==> src/rtl/pc_seq_pkg.sv <==
`default_nettype none
// ============================================================================
// Module      : pc_seq_pkg
// Description : Shared encodings for the program-counter sequencer: operation
//               codes, branch-condition codes, fault codes and the FSM state
//               type.
// Revision    : 1.0 - initial release
// ============================================================================
package pc_seq_pkg;

    // Operation encodings (op input); 101..111 are illegal
    localparam logic [2:0] OP_NEXT = 3'b000;
    localparam logic [2:0] OP_BREL = 3'b001;
    localparam logic [2:0] OP_JUMP = 3'b010;
    localparam logic [2:0] OP_CALL = 3'b011;
    localparam logic [2:0] OP_RET  = 3'b100;

    // Branch condition encodings (cond input)
    localparam logic [1:0] COND_ALWAYS = 2'b00;
    localparam logic [1:0] COND_Z      = 2'b01;
    localparam logic [1:0] COND_C      = 2'b10;
    localparam logic [1:0] COND_NZ     = 2'b11;

    // Fault codes (fault_code output)
    localparam logic [1:0] FC_NONE      = 2'b00;
    localparam logic [1:0] FC_OVERFLOW  = 2'b01;
    localparam logic [1:0] FC_UNDERFLOW = 2'b10;
    localparam logic [1:0] FC_ILLEGAL   = 2'b11;

    // Sequencer state
    typedef enum logic [0:0] {
        ST_RUN   = 1'b0,
        ST_FAULT = 1'b1
    } seq_state_t;

endpackage : pc_seq_pkg
`default_nettype wire

==> src/rtl/return_stack.sv <==
`default_nettype none
// ============================================================================
// Module      : return_stack
// Description : LIFO of return addresses. Push writes din at the current
//               occupancy and increments sp; pop decrements sp. dout always
//               shows the top entry. Push when full and pop when empty are
//               ignored. Only sp is cleared by reset, not the entries.
// Ports       : clk, reset (sync, active-low), push, pop, din -> dout (top of
//               stack), sp (occupancy), full, empty
// Revision    : 1.0 - initial release
// ============================================================================
module return_stack #(
    parameter int ADDR_W = 12,
    parameter int DEPTH  = 8
) (
    input  logic                       clk,
    input  logic                       reset,
    input  logic                       push,
    input  logic                       pop,
    input  logic [ADDR_W-1:0]          din,
    output logic [ADDR_W-1:0]          dout,
    output logic [$clog2(DEPTH+1)-1:0] sp,
    output logic                       full,
    output logic                       empty
);

    localparam int SP_W  = $clog2(DEPTH + 1);
    localparam int IDX_W = $clog2(DEPTH);

    logic [ADDR_W-1:0] r_mem [DEPTH];
    logic [SP_W-1:0]   r_sp;

    logic [SP_W-1:0]   w_sp_dec;
    logic [IDX_W-1:0]  w_wr_idx;
    logic [IDX_W-1:0]  w_rd_idx;
    logic              w_push_ok;
    logic              w_pop_ok;

    assign full      = (r_sp == SP_W'(DEPTH));
    assign empty     = (r_sp == '0);
    assign w_push_ok = push && !full;
    assign w_pop_ok  = pop && !empty;

    // sp only reaches DEPTH when full, and no write happens then, so the
    // truncated write index never aliases a live entry.
    assign w_sp_dec  = r_sp - SP_W'(1);
    assign w_wr_idx  = r_sp[IDX_W-1:0];
    assign w_rd_idx  = w_sp_dec[IDX_W-1:0];

    assign dout      = r_mem[w_rd_idx];
    assign sp        = r_sp;

    always_ff @(posedge clk) begin
        if (w_push_ok) begin
            r_mem[w_wr_idx] <= din;
        end
    end

    always_ff @(posedge clk) begin
        if (!reset) begin
            r_sp <= '0;
        end else if (w_push_ok) begin
            r_sp <= r_sp + SP_W'(1);
        end else if (w_pop_ok) begin
            r_sp <= w_sp_dec;
        end
    end

endmodule : return_stack
`default_nettype wire

==> src/rtl/pc_sequencer.sv <==
`default_nettype none
// ============================================================================
// Module      : pc_sequencer
// Description : Program-counter sequencer with relative branch, absolute
//               jump, call/return via a hardware return stack, registered
//               carry/zero flags and a sticky fault state. Any fault freezes
//               all architectural state until reset.
// Ports       : clk, reset (sync, active-low), en (advance), op, cond,
//               offset (signed), target, c_in/z_in, write_c/write_z
//               -> pc, c, z, sp, stack_full, stack_empty, fault, fault_code
// Revision    : 1.0 - initial release
// ============================================================================
module pc_sequencer
    import pc_seq_pkg::*;
#(
    parameter int ADDR_W = 12,
    parameter int OFF_W  = 8,
    parameter int DEPTH  = 8
) (
    input  logic                       clk,
    input  logic                       reset,
    input  logic                       en,
    input  logic [2:0]                 op,
    input  logic [1:0]                 cond,
    input  logic [OFF_W-1:0]           offset,
    input  logic [ADDR_W-1:0]          target,
    input  logic                       c_in,
    input  logic                       z_in,
    input  logic                       write_c,
    input  logic                       write_z,
    output logic [ADDR_W-1:0]          pc,
    output logic                       c,
    output logic                       z,
    output logic [$clog2(DEPTH+1)-1:0] sp,
    output logic                       stack_full,
    output logic                       stack_empty,
    output logic                       fault,
    output logic [1:0]                 fault_code
);

    seq_state_t        r_state;
    logic [ADDR_W-1:0] r_pc;
    logic              r_c;
    logic              r_z;
    logic              r_fault;
    logic [1:0]        r_fault_code;

    logic [ADDR_W-1:0] w_pc_inc;
    logic [ADDR_W-1:0] w_sext;
    logic [ADDR_W-1:0] w_next_pc;
    logic [ADDR_W-1:0] w_stack_top;
    logic              w_taken;
    logic              w_fault_now;
    logic [1:0]        w_fault_code;
    logic              w_advance;
    logic              w_push;
    logic              w_pop;
    logic              w_full;
    logic              w_empty;

    // Operations only take effect on an enabled edge while running.
    assign w_advance = en && (r_state == ST_RUN);

    // The stack is only touched by a CALL/RET that will not fault.
    assign w_push = w_advance && (op == OP_CALL) && !w_full;
    assign w_pop  = w_advance && (op == OP_RET) && !w_empty;

    return_stack #(
        .ADDR_W (ADDR_W),
        .DEPTH  (DEPTH)
    ) u_return_stack (
        .clk   (clk),
        .reset (reset),
        .push  (w_push),
        .pop   (w_pop),
        .din   (w_pc_inc),
        .dout  (w_stack_top),
        .sp    (sp),
        .full  (w_full),
        .empty (w_empty)
    );

    // Width-cast of a signed operand sign-extends; the sum wraps naturally.
    assign w_pc_inc = r_pc + ADDR_W'(1);
    assign w_sext   = ADDR_W'($signed(offset));

    // Conditions look at the registered flags, never at c_in/z_in.
    always_comb begin
        w_taken = 1'b1;
        case (cond)
            COND_ALWAYS: w_taken = 1'b1;
            COND_Z:      w_taken = r_z;
            COND_C:      w_taken = r_c;
            COND_NZ:     w_taken = !r_z;
            default:     w_taken = 1'b1;
        endcase
    end

    always_comb begin
        w_next_pc    = w_pc_inc;
        w_fault_now  = 1'b0;
        w_fault_code = FC_NONE;
        case (op)
            OP_NEXT: w_next_pc = w_pc_inc;
            OP_BREL: w_next_pc = w_taken ? (w_pc_inc + w_sext) : w_pc_inc;
            OP_JUMP: w_next_pc = w_taken ? target : w_pc_inc;
            OP_CALL: begin
                if (w_full) begin
                    w_fault_now  = 1'b1;
                    w_fault_code = FC_OVERFLOW;
                end else begin
                    w_next_pc = target;
                end
            end
            OP_RET: begin
                if (w_empty) begin
                    w_fault_now  = 1'b1;
                    w_fault_code = FC_UNDERFLOW;
                end else begin
                    w_next_pc = w_stack_top;
                end
            end
            default: begin
                w_fault_now  = 1'b1;
                w_fault_code = FC_ILLEGAL;
            end
        endcase
    end

    always_ff @(posedge clk) begin
        if (!reset) begin
            r_state      <= ST_RUN;
            r_pc         <= '0;
            r_c          <= 1'b0;
            r_z          <= 1'b0;
            r_fault      <= 1'b0;
            r_fault_code <= FC_NONE;
        end else if (en) begin
            case (r_state)
                ST_RUN: begin
                    if (w_fault_now) begin
                        // Faulting op leaves pc and flags untouched.
                        r_state      <= ST_FAULT;
                        r_fault      <= 1'b1;
                        r_fault_code <= w_fault_code;
                    end else begin
                        r_pc <= w_next_pc;
                        if (write_c) begin
                            r_c <= c_in;
                        end
                        if (write_z) begin
                            r_z <= z_in;
                        end
                    end
                end
                ST_FAULT: begin
                    // Sticky until reset.
                    r_state <= ST_FAULT;
                end
                default: begin
                    r_state <= ST_FAULT;
                end
            endcase
        end
    end

    assign pc          = r_pc;
    assign c           = r_c;
    assign z           = r_z;
    assign fault       = r_fault;
    assign fault_code  = r_fault_code;
    assign stack_full  = w_full;
    assign stack_empty = w_empty;

endmodule : pc_sequencer
`default_nettype wire
==> config.mk <==
export PLATFORM = sky130hd
export DESIGN_NAME = pc_sequencer
export DESIGN_NICKNAME = d
export VERILOG_FILES = /design/src/rtl/pc_seq_pkg.sv /design/src/rtl/return_stack.sv /design/src/rtl/pc_sequencer.sv
export SDC_FILE = /design/constraint.sdc
export NUM_CORES = 1
export LEC_CHECK = 0
export CORE_MARGIN = 5
export CORE_UTILIZATION = 47
export CTS_CLUSTER_SIZE = 25
export DETAILED_ROUTE_END_ITERATION = 6
export GPL_TIMING_DRIVEN = 0
export HOLD_SLACK_MARGIN = 0.08
export PLACE_DENSITY = 0.72
export SLEW_MARGIN = 40
export SYNTH_ARGS = -nofsm -noshare
export SYNTH_HDL_FRONTEND = slang
export SYNTH_HIERARCHICAL = 1
export SYNTH_SLANG_ARGS = --single-unit
==> constraint.sdc <==
create_clock -name clk -period 9.8 [get_ports clk]
set_input_delay 0.98 -clock clk [delete_from_list [all_inputs] [get_ports clk]]
set_output_delay 0.98 -clock clk [all_outputs]
set_load 0.05 [all_outputs]
==> run_results.csv <==
group,metric,value,unit
synth,synth_top_family_by_area,"multiplexers",
detailed_routing,wire_per_inst,21.7,µm
grt,grt_first_pass_wirelength,23.5,mm
synth,synth.most_common_cell,"edfxtp_1",
timing,final_hold_viol_count,0,
timing,relSlewSlack,43.0,%
synth,synth_edf_count,96,
power,p_leak,2.68,nW
floorplanning,dieWidth,124,µm
finish,register_area,0.00332,mm²
timing,maxSlewViolCount,0,
synth,yosys_register_bits,118,
min_path,hold_start,"fault",
floorplanning,initial_core_util,48.0,%
timing,rsz0062_at_grt,"no",
synth,yosysWarningCount,6,
min_path,hold_path_class,"reg2reg",
timing,period_share,41.2,%
detailed_routing,ant_nets,0,
timing,fin_crit,4040,ps
synth,synth_top_area_share,47.5,%
clock_tree,cts-resized-gates,0,
clock_tree,clock_path_buffers,2,
clock_tree,cts_root_buffer,"clkbuf_16",
power,clock_power_share,46.8,%
power,p_int,999,µW
synth,netlist_instances,445,
floorplanning,die-area,0.0153,mm²
worst_setup_path,worst-endpoint-arrival,4070,ps
power,p_seq_share,42.7,%
placed_design,gp_congestion,0.891,
synth,ys_seq_area_share,54.8,%
synth,ys_top_cells_by_area,"edfxtp_1 48%, mux4_1 10%, dfxtp_1 7.3%",
worst_setup_path,startpoint_type,"flip-flop",
grt,grt-ovfl-total,0,
worst_setup_path,r2r_cells,10,
detailed_routing,dr.pass1.iters,5,
job,cap_viol_max_count,0,
synth,synth_ff_type,"edfxtp_1",
grt,antenna_found_initial,0,
detailed_routing,wl,15.4,mm
finish,nets,571,
timing,setup_viol,0,
clock_tree,cts_setup_buffers,0,
power,power,1.30,mW
placed_design,dpl.hpwl,10.9,mm
timing,tightestPinTransition,854,ps
grt,grt_use_total,21.2,%
detailed_routing,first_iter_violations,400,
finish,area_growth,23.9,%
floorplanning,rows,41,
worst_setup_path,r2r_slack,5760,ps
placed_design,portBuffers,54,
grt,grt_max_degree,17,
finish,diodes,0,
power,p_switching,306,µW
clock_tree,insertion_delay,410,ps
timing,fmax,248,MHz
synth,yosys.area.top_type,"edfxtp_1",
min_path,hold_depth,1,
worst_setup_path,reg2reg_from,"u_return_stack/sp[1]",
finish,drive_gt1_share,16.4,%
synth,synth_area,0.00606,mm²
floorplanning,core_area,0.0126,mm²
synth,ys_types,67,
power,vdd_drop_max,0.000147,V
detailed_routing,drc,0,
worst_setup_path,required,9830,ps
clock_tree,numCtsBuffers,17,
finish,num-fill-cells,1031,
timing,tns,0,ps
detailed_routing,vias_per_cell,5.99,
synth,synth-compound-area-share,11.7,%
synth,synthXorXnorAreaFrac,3.30,%
timing,clock_skew,7.32,ps
synth,syn-num-nets,494,
synth,yosys-top-cells-count,"96 x edfxtp_1, 32 x nand2_1, 25 x a21oi_1, 24 x nor2_1, 23 x mux4_1",
min_path,hold_path_end,"fault",
synth,synth-async-reset-ratio,0,%
clock_tree,cts_tree,"yes",
power,comb_power_share,10.5,%
synth,postSynthAreaPerCell,13.6,µm²
grt,first_global_vias,4305,
finish,multi_input_area,0.00263,mm²
clock_tree,postCtsHoldBufs,0,
clock_tree,path_clk_slew,50,ps
worst_setup_path,r2r-end,"u_return_stack/r_mem[2][4]",
power,swShare,23.4,%
clock_tree,cts.sinks,118,
worst_setup_path,path_class,"reg2reg",
synth,synth-simple-area-share,9.27,%
power,powerDensity,174,mW/mm²
synth,synthAdderAreaFrac,3.63,%
detailed_routing,via_count,4236,
synth,synth_mux_area_share,14.3,%
worst_setup_path,cp_max_fo,12,
floorplanning,fp.dieH,124,µm
worst_setup_path,critPathCaptureType,"flip-flop",
floorplanning,io_pins,55,
clock_tree,htree_levels,4,
outcome,status,"finished, final reports clean",
-- power groups by stage --
| stage | clock network [mW] | logic, mW | registers [mW] |
|---|---|---|---|
| CTS | 0.619 | 0.135 | 0.557 |
| finish | 0.611 | 0.137 | 0.557 |
| floorplan | 0 | 0.0691 | 0.581 |
| global placement | 0 | 0.130 | 0.567 |
| detailed placement | 0 | 0.134 | 0.567 |
| global route | 0.641 | 0.148 | 0.558 |
-- cells by family after synthesis --
| family | after synthesis |
|---|---|
| and+or+nand+nor | 111 |
| adders and majority gates | 17 |
| AOI/OAI and AO/OA | 97 |
| buffers and inverters | 35 |
| xor gates and xnor gates | 22 |
| muxes | 45 |
| DFF | 118 |
-- layer usage --
| layer | share of wire [%] | global-route usage (%) | vias up |
|---|---|---|---|
| li1 | - | - | 1928 |
| met1 | 41 | 27.3 | 2092 |
| met2 | 50 | 34.7 | 194 |
| met3 | 7.8 | 6.72 | 22 |
| met4 | 1.1 | 5.95 | 0 |
| met5 | 0 | 0 | - |
-- flip-flops by register name (all words and copies together) (netlist names) --
signal,count
pc,12
fault,1
z,1
u_return_stack/r_mem,96
fault_code,2
c,1
u_return_stack/sp,4
r_state,1
-- worst max-delay path, cell delays in order, from the launching register on --
cell      delay [ps]
dfxtp_1          340
clkbuf_1         360
inv_1            120
ha_1             280
nand2b_1         230
nor2_1           140
nor2b_1          360
and3_1           350
clkbuf_1         370
nand3b_1         330
nor2_2           760
-- per-stage QoR --
stage               setup WS (ps)  cells  cell area, µm²  utilization [%]  hold slack [ps]
CTS                          5780    707            7480             59.3              473
detailed placement           5580    675            6890             54.6              457
floorplan                    5760    445            6060                -              472
global route                 5470    707            7510             59.5              488
finish                       5760    707            7510             59.5              470
global placement             4740    671            6820             54.0              454
-- worst max-delay path by stage --
| stage | from | to | slack [ps] | cells after the start |
|---|---|---|---|---|
| floorplan | u_return_stack/sp[0] | u_return_stack/r_mem[0][0] | 5760 | 11 |
| global placement | op[1] | u_return_stack/r_mem[0][5] | 4740 | 7 |
| detailed placement | op[1] | u_return_stack/r_mem[2][6] | 5580 | 7 |
| CTS | pc[2] | pc[11] | 5780 | 13 |
| global route | u_return_stack/sp[1] | u_return_stack/r_mem[2][9] | 5470 | 10 |
| finish | u_return_stack/sp[1] | u_return_stack/r_mem[2][4] | 5760 | 10 |
-- cell usage in the layout (no fill, tap or decap), types with 8 or more instances in the layout --
master           count
dfxtp_1             22
o21ai_0             15
nand3_1             10
mux4_1              23
edfxtp_1            96
a221oi_1             9
nor2_1              19
inv_1               14
mux2_2              15
clkbuf_1            10
nand2_1             32
ha_1                16
nor2b_1             10
xor2_1               8
a21oi_1             25
clkdlybuf4s50_1     54
clkbuf_16           17
xnor2_1              9
-- final cells by class --
class                           count  share of cell area (%)
Tap cell                          172                    2.87
Multi-Input combinational cell    292                    35.0
Inverter                           15                   0.750
Timing Repair Buffer               58                    7.65
Clock buffer                       18                    5.71
Sequential cell                   118                    44.3
Buffer                             20                    1.67
Clock inverter                     14                    2.13
Power figures use the tool's default switching activity.
